==> config.mk <==
export PLATFORM = sky130hd
export DESIGN_NAME = square_shiftadd
export DESIGN_NICKNAME = d
export VERILOG_FILES = /design/src/rtl/sqrt_fixed_pkg.sv /design/src/rtl/sqrt_residue_check.sv /design/src/rtl/square_shiftadd.sv
export SDC_FILE = /design/constraint.sdc
export NUM_CORES = 1
export LEC_CHECK = 0
export CORE_MARGIN = 2
export CORE_UTILIZATION = 57
export CTS_CLUSTER_DIAMETER = 150
export DETAILED_ROUTE_END_ITERATION = 10
export GPL_TIMING_DRIVEN = 0
export PLACE_DENSITY = 0.82
export REMOVE_ABC_BUFFERS = 1
export SLEW_MARGIN = 30
export SYNTH_ARGS = -nofsm -noshare
export SYNTH_HDL_FRONTEND = slang
export SYNTH_HIERARCHICAL = 1
export SYNTH_SLANG_ARGS = --single-unit
==> constraint.sdc <==
create_clock -name clk -period 4.1 [get_ports clk]
set_input_delay 0.82 -clock clk [delete_from_list [all_inputs] [get_ports clk]]
set_output_delay 0.82 -clock clk [all_outputs]
set_load 0.02 [all_outputs]
==> src/rtl/sqrt_fixed_pkg.sv <==
// Shared fixed-point constants and FSM state encoding for the square-root and squarer cores.
package sqrt_fixed_pkg;

    localparam int Q_ROOT_W    = 8;
    localparam int Q_ROOT_FRAC = 4;
    localparam int Q_RAD_W     = 16;
    localparam int Q_RAD_FRAC  = 8;

    typedef enum logic [1:0] {
        ST_IDLE = 2'd0,
        ST_RUN  = 2'd1,
        ST_DONE = 2'd2
    } sqrt_state_t;

endpackage

==> src/rtl/sqrt_residue_check.sv <==
// Combinational residue x_ref - sq and floor-sqrt bound check (0 <= residue <= 2*Y).
module sqrt_residue_check
    import sqrt_fixed_pkg::*;
#(
    parameter int Y_W = Q_ROOT_W,
    parameter int X_W = Q_RAD_W
) (
    input  logic [X_W-1:0]        i_x_ref,
    input  logic [X_W-1:0]        i_sq,
    input  logic [Y_W-1:0]        i_y,
    output logic signed [X_W:0]   o_residue,
    output logic                  o_floor_ok
);

    logic signed [X_W:0] w_residue;
    logic [X_W-1:0]      w_two_y;

    assign w_residue = $signed({1'b0, i_x_ref}) - $signed({1'b0, i_sq});
    assign w_two_y   = {{(X_W-Y_W-1){1'b0}}, i_y, 1'b0};

    // Sign bit clear means residue >= 0, so the low bits compare as unsigned.
    assign o_residue  = w_residue;
    assign o_floor_ok = !w_residue[X_W] && (w_residue[X_W-1:0] <= w_two_y);

endmodule

==> src/rtl/square_shiftadd.sv <==
// Sequential Q4.4 -> Q8.8 shift-add squarer with start/done handshake.
// Optional residue/floor check against x_ref is enabled by SQUARE_RESIDUE_EN.
module square_shiftadd
    import sqrt_fixed_pkg::*;
#(
    parameter int Y_W = Q_ROOT_W,
    parameter int X_W = Q_RAD_W
) (
    input  logic                 clk,
    input  logic                 rst,
    input  logic                 start,
    input  logic [Y_W-1:0]       y_in,
`ifdef SQUARE_RESIDUE_EN
    input  logic [X_W-1:0]       x_ref,
    output logic signed [X_W:0]  residue,
    output logic                 floor_ok,
`endif
    output logic [X_W-1:0]       sq_out,
    output logic                 done,
    output logic                 busy
);

    localparam int CNT_W = $clog2(Y_W);

    sqrt_state_t      r_state;
    sqrt_state_t      w_next_state;
    logic [Y_W-1:0]   r_y;
    logic [X_W-1:0]   r_acc;
    logic [CNT_W-1:0] r_cnt;
    logic [X_W-1:0]   r_sq;
    logic             r_done;
    logic             w_last;
    logic [X_W-1:0]   w_partial;
    logic [X_W-1:0]   w_sum;

    assign w_last    = (r_cnt == CNT_W'(Y_W-1));
    assign w_partial = r_y[r_cnt] ? (X_W'(r_y) << r_cnt) : '0;
    assign w_sum     = r_acc + w_partial;

    always_ff @(posedge clk) begin
        if (rst) r_state <= ST_IDLE;
        else     r_state <= w_next_state;
    end

    always_comb begin
        w_next_state = r_state;
        case (r_state)
            ST_IDLE: if (start) w_next_state = ST_RUN;
            ST_RUN:  if (w_last) w_next_state = ST_DONE;
            ST_DONE: w_next_state = ST_IDLE;
            default: w_next_state = ST_IDLE;
        endcase
    end

    // The final partial product is folded in combinationally so sq_out lands with done.
    always_ff @(posedge clk) begin
        if (rst) begin
            r_y    <= '0;
            r_acc  <= '0;
            r_cnt  <= '0;
            r_sq   <= '0;
            r_done <= 1'b0;
        end else begin
            case (r_state)
                ST_IDLE: begin
                    r_done <= 1'b0;
                    if (start) begin
                        r_y   <= y_in;
                        r_acc <= '0;
                        r_cnt <= '0;
                    end
                end
                ST_RUN: begin
                    r_acc <= w_sum;
                    r_cnt <= r_cnt + CNT_W'(1);
                    if (w_last) begin
                        r_sq   <= w_sum;
                        r_done <= 1'b1;
                    end
                end
                default: r_done <= 1'b0;
            endcase
        end
    end

`ifdef SQUARE_RESIDUE_EN
    logic [X_W-1:0]      r_x_ref;
    logic signed [X_W:0] r_residue;
    logic                r_floor_ok;
    logic signed [X_W:0] w_residue;
    logic                w_floor_ok;

    sqrt_residue_check #(
        .Y_W(Y_W),
        .X_W(X_W)
    ) u_residue_check (
        .i_x_ref    (r_x_ref),
        .i_sq       (w_sum),
        .i_y        (r_y),
        .o_residue  (w_residue),
        .o_floor_ok (w_floor_ok)
    );

    always_ff @(posedge clk) begin
        if (rst) begin
            r_x_ref    <= '0;
            r_residue  <= '0;
            r_floor_ok <= 1'b0;
        end else if (r_state == ST_IDLE && start) begin
            r_x_ref <= x_ref;
        end else if (r_state == ST_RUN && w_last) begin
            r_residue  <= w_residue;
            r_floor_ok <= w_floor_ok;
        end
    end

    assign residue  = r_residue;
    assign floor_ok = r_floor_ok;
`endif

    assign sq_out = r_sq;
    assign done   = r_done;
    assign busy   = (r_state != ST_IDLE);

endmodule

==> After elaboration in Yosys (flattened, before gate mapping) <==
Cells that the tools add are included.
{ "op_classes": {"add_sub_neg": 2, "magnitude_cmp": 1, "n_eq_ne": 4, "shift": 1, "muxes": 10, "n_bitwise": 1, "reduce_logical": 8} }
{ "ops": {"columns": ["cell", "n"], "rows": [
  ["$mux W16", 2],
  ["$pmux W16 S2", 1],
  ["$add A16 B16 Y16", 1],
  ["$shl A8 B3 Y16", 1],
  ["$reduce_and A2 Y1", 4],
  ["$pmux W3 S2", 1],
  ["$lt A3 B4 Y1 const B", 1],
  ["$mux W2", 2],
  ["$ne A2 B2 Y1 const B", 2],
  ["$pmux W2 S2", 1],
  ["$reduce_bool A2 Y1", 2],
  ["$add A3 B1 Y3 const B", 1],
  ["$bmux W1 S3", 1],
  ["$eq A3 B3 Y1 const B", 1],
  ["$mux W3", 1],
  ["$eq A2 B1 Y1 const B", 1],
  ["$logic_not A2 Y1", 1],
  ["$reduce_or A2 Y1", 1],
  ["$mux W1", 1],
  ["$not A1 Y1", 1]
]} }
{ "word_totals": {"reg_bits": 46, "input_bits": 11, "out_inout_bits": 18, "wordCells": 33} }

==> Longest topological paths before layout <==
{ "logic_depth": {"depth_word": 5, "mapped_depth": 14, "mapped_depth_nobuf": 13} }

==> Least setup slack after synthesis <==
No wires, ideal clock.
{ "synth_path": {"path_kind": "reg2reg", "from": "register r_cnt[1]", "to": "register r_acc[8]", "setup_time_ns": 0.117, "arrival_ns": 3.172, "required_time_ns": 3.983, "path_slack_ns": 0.811, "stages_incl_launch_ff": 14, "n_path_buf": 2, "period_less_slack_ns": 3.289, "path_cell_list": "dfxtp_1 clkbuf_1 mux4_2 nand2b_1 and2_1 clkbuf_1 nor2_1 ha_1 a21oi_1 o21ai_0 a2111oi_0 nor3_1 xor2_1 a22o_1"} }
{ "synth_between": {"elab_chain_len": 5, "elab_cells_between_ends": 6, "cone_classes": "add/sub: 1; shift: 1; mux: 4"} }
{ "synth_lines": {"columns": ["item", "line", "text"], "rows": [
  ["start: declaration", "square_shiftadd.sv:29", "logic [CNT_W-1:0] r_cnt;"],
  ["start signal: assignment", "square_shiftadd.sv:75", "r_cnt <= r_cnt + CNT_W'(1);"],
  ["$bmux W1 S3", "square_shiftadd.sv:37", "assign w_partial = r_y[r_cnt] ? (X_W'(r_y) << r_cnt) : '0;"],
  ["$mux W1 (implied by the code)", "square_shiftadd.sv:37", null],
  ["$mux W16 *", "square_shiftadd.sv:37", null],
  ["$add A16 B16 Y16 *", "square_shiftadd.sv:38", "assign w_sum = r_acc + w_partial;"],
  ["$pmux W16 S2 *", "square_shiftadd.sv:64", "case (r_state)"],
  ["end signal: assignment", "square_shiftadd.sv:74", "r_acc <= w_sum;"],
  ["end: declaration", "square_shiftadd.sv:28", "logic [X_W-1:0] r_acc;"]
]} }
Mark *: on every way between the ends. The rest lies on a longest branch, timed or not. The select of a mux whose other input is x is not followed.
A chain may end at the register's enable or synchronous reset.

==> Final worst setup path <==
{ "layout_path": {"from": "register r_cnt[0]", "to": "register r_acc[8]"} }
Same word-level chain as after synthesis.

==> out/metrics.cfg <==
[layout]
antennaDiodeCount=0
final_layout_size_suffix_gt1_frac=0.07418
flow.area_growth_from_synthesis_pct=14.86
final_nets=365
final_design_area_excluding_fillers_sq_mm=0.003124

[setup_path]
worst_setup_path_end_kind=flip-flop
critPathMaxStageDelay_ns=0.65
crit_path_top_delay_cell=dfxtp_2
setup.worst_path.start_class=flip-flop
cp.arrival_ns=3.97
worst-setup-path-type=flip-flop to flip-flop
cp.required_ns=4.31
crit_chain=mux4_2 > nand2_1 > and2_1 > nor2_1 > ha_1 > a21oi_1 > o21ai_0 > a2111oi_0 > nor3_1 > xor2_1 > a22o_1
worst-path-max-fanout=23

[timing]
timing.final.crit_period_ns=3.766
worst_slew_pin_slew_ns=0.6902
timing.slew.headroom=0.5392
final-max-slew-violation-count=0
final_hold_viol_count=0
setup_tns_ns=0
fmax_ghz=0.2656
skew_ns=0.01562
grt_setup_unrepaired=false
setup_viol=0
period_share=0.9185

[detailed_routing]
drt-initial-drc-count=175
post-route-drc-count=0
total_routed_length_mm=5.942
via_per_inst=5.972
drt_pre_antenna_iters=4
via_count=2335
number_of_nets_with_antenna_violations_after_routing=0
wl_per_cell_microns=15.20

[floorplan]
floorplan.die.width_microns=73.08
floorplan.die.height_microns=73.08
core.rowCount=25
starting_density_of_the_core=0.5836
pin_count=29
fp.dieArea_sq_mm=0.005341
core_box_area_sq_mm=0.004661

[power_and_ir_drop]
power.clock.fraction=0.382
power.density_mw_per_mm2=286.6
power.static_leakage_nw=1.328
worst_ir_drop_vdd_uv=133.3
power.internal_w=0.0006724
p_seq_frac=0.526
p_sw_frac=0.2489
power.combinational.fraction=0.093
total_switching_power_w=0.0002229
totalPowerFinal_w=0.0008953

[yosys]
post_synth_instance_area_sq_mm=0.002720
cells_after_synth=317
synth_most_common_cell=dfxtp_1
post_synth.cell_area_avg_sq_um=8.581
synth-warning-count=6
synthTopCellsByCount=dfxtp_1 (46), nor2_1 (42), nand2_1 (31)
synth.yosys.seq_area_share=0.3385
yosys.area.top_type=dfxtp_1
yosys_register_bits=46
synth-async-reset-ratio=0
post_synth_num_cell_types=51
post-synth-top-area-fraction=0.3385
dominantRegCellSynth=dfxtp_1
synth-edff-count=0
synth_top_cells_by_area=dfxtp_1 (34%), ha_1 (7.8%), mux2i_1 (5.9%), nor2_1 (5.8%), a21oi_1 (5.2%)

[cts]
cts.path.max_buffers=2
worst_skew_pair.late_latency_ns=0.31
cts.sink_count=46
path_clk_slew_ns=0.10
ctsHtreeMaxLevel=2
cts_tree=built
post_cts_setup_inserts=0
cts_made_buffers=5
cell_at_the_root_of_the_clock_tree=clkbuf_8

[global_route]
total_congestion_overflow=0
globalRouteMet3Util=0.04696
largest_net_degree_at_the_start_of_global_routing=38
antenna_violations_before_repair=0
grt_use_met2=0.4014
grt.met1_usage=0.3048
grt_busiest_layer=met2
global_route_wire_length_before_repair_mm=10.12
grt_usage=0.2411
grt_pass1_vias=2243

[min_path]
hold_class=flip-flop to flip-flop

[placement]
io_buffer_count=28
hpwl_mm=4.293
gp_congestion=0.8610
dpl_cell_area_sq_mm=0.003014

[job]
max_cap_violations=0

[status]
status=finished, final reports clean

-- layout make-up --
| cell class | instances | area (sq um) |
|---|---|---|
| sequential | 46 | 922.1 |
| multi-input combinational | 247 | 1717 |
| fill | 383 | 1536 |
| tap | 54 | 67.56 |
| inverter | 7 | 26.28 |
| timing repair buffer | 29 | 282.8 |
| clock inverter | 3 | 40.04 |
| clock buffer | 5 | 68.82 |
-- worst max-delay path, delay by kind of cell, from the launching register on --
kind,cells,cell delay (ns)
adder cells (fa/ha/maj),1,0.33
flip-flops,1,0.65
AO/OA/AOI/OAI,4,1.31
XOR/XNOR,1,0.18
multiplexers,1,0.56
AND/OR/NAND/NOR,4,0.62
-- worst paths after layout --
check / slack (ns) / startpoint / depth (start not counted) / endpoint
worst min-delay path: 0.46 / sq_out[0]$_SDFFE_PP0P_ / 2 / sq_out[0]$_SDFFE_PP0P_
worst min register to register: 0.46 / sq_out[0]$_SDFFE_PP0P_ / 2 / sq_out[0]$_SDFFE_PP0P_
worst max-delay path: 0.33 / r_cnt[0]$_SDFFE_PP0P_ / 11 / r_acc[8]$_SDFFE_PP0P_
worst max register to register: 0.33 / r_cnt[0]$_SDFFE_PP0P_ / 11 / r_acc[8]$_SDFFE_PP0P_
-- power by group through the flow --
stage | clock network [W] | registers, W | logic (W)
global route | 0.000363 | 0.000473 | 0.0000926
finish | 0.000342 | 0.000470 | 0.0000832
global placement | 0 | 0.000480 | 0.0000803
detailed placement | 0 | 0.000481 | 0.0000825
CTS | 0.000345 | 0.000470 | 0.0000833
floorplan | 0 | 0.000476 | 0.0000546
-- per-stage QoR --
step | setup WS [ns] | utilization | cells | hold slack (ns)
after floorplan | 0.6090 | - | 300 | 0.4265
after global placement | 0.2089 | 0.6446 | 382 | 0.4418
after detailed placement | 0.04836 | 0.6467 | 383 | 0.4465
after CTS | 0.04563 | 0.6701 | 391 | 0.4583
after global routing | 0.04251 | 0.6703 | 391 | 0.4900
final | 0.3342 | 0.6703 | 391 | 0.4566
-- state kept, by name (all words and copies together), names as in the netlist --
name	cells
r_acc	16
sq_out	16
r_y	8
r_cnt	3
r_state	2
done	1
-- cells in the final DEF, fill, tap and decap left out, drive strengths merged, types with 2 or more instances in the layout --
cell / instances
a211oi: 6
inv: 7
nand3: 5
clkinv: 2
clkdlybuf4s50: 27
a22o: 14
clkbuf: 5
buf: 2
a31oi: 4
ha: 17
and2: 2
nor3b: 2
nor3: 5
nand2: 32
nor2: 43
o21ai: 9
mux2: 3
xor2: 6
mux2i: 16
or4: 2
dfxtp: 46
nor2b: 4
a21o: 4
nand2b: 2
a22oi: 4
nor4b: 4
and4: 2
and3: 3
mux4: 2
a21oi: 28
xnor2: 8
or2: 2
-- cells by family (layout without fill, tap and decap cells) --
family	after synthesis	after routing	synth area share
DFF	46	46	0.3385
muxes	21	21	0.08785
buffers and inverters	24	44	0.03312
AOI/OAI and AO/OA	83	83	0.2180
xor gates and xnor gates	14	14	0.04508
adders and majority gates	18	18	0.08556
and+or+nand+nor	111	111	0.1918
-- routing by layer --
metal,routed length [microns],vias up
met2,2929,55
met1,2707,1080
met4,106,0
met3,199,11
met5,0,-
li1,-,1189
-- timing repair --
action | in CTS | in global routing
hold endpoints to repair | 0 | 0
endpoints found under the setup margin | 0 | 8
resized for setup | 0 | 1
hold buffers | 0 | 0
Power figures use the tool's default switching activity.
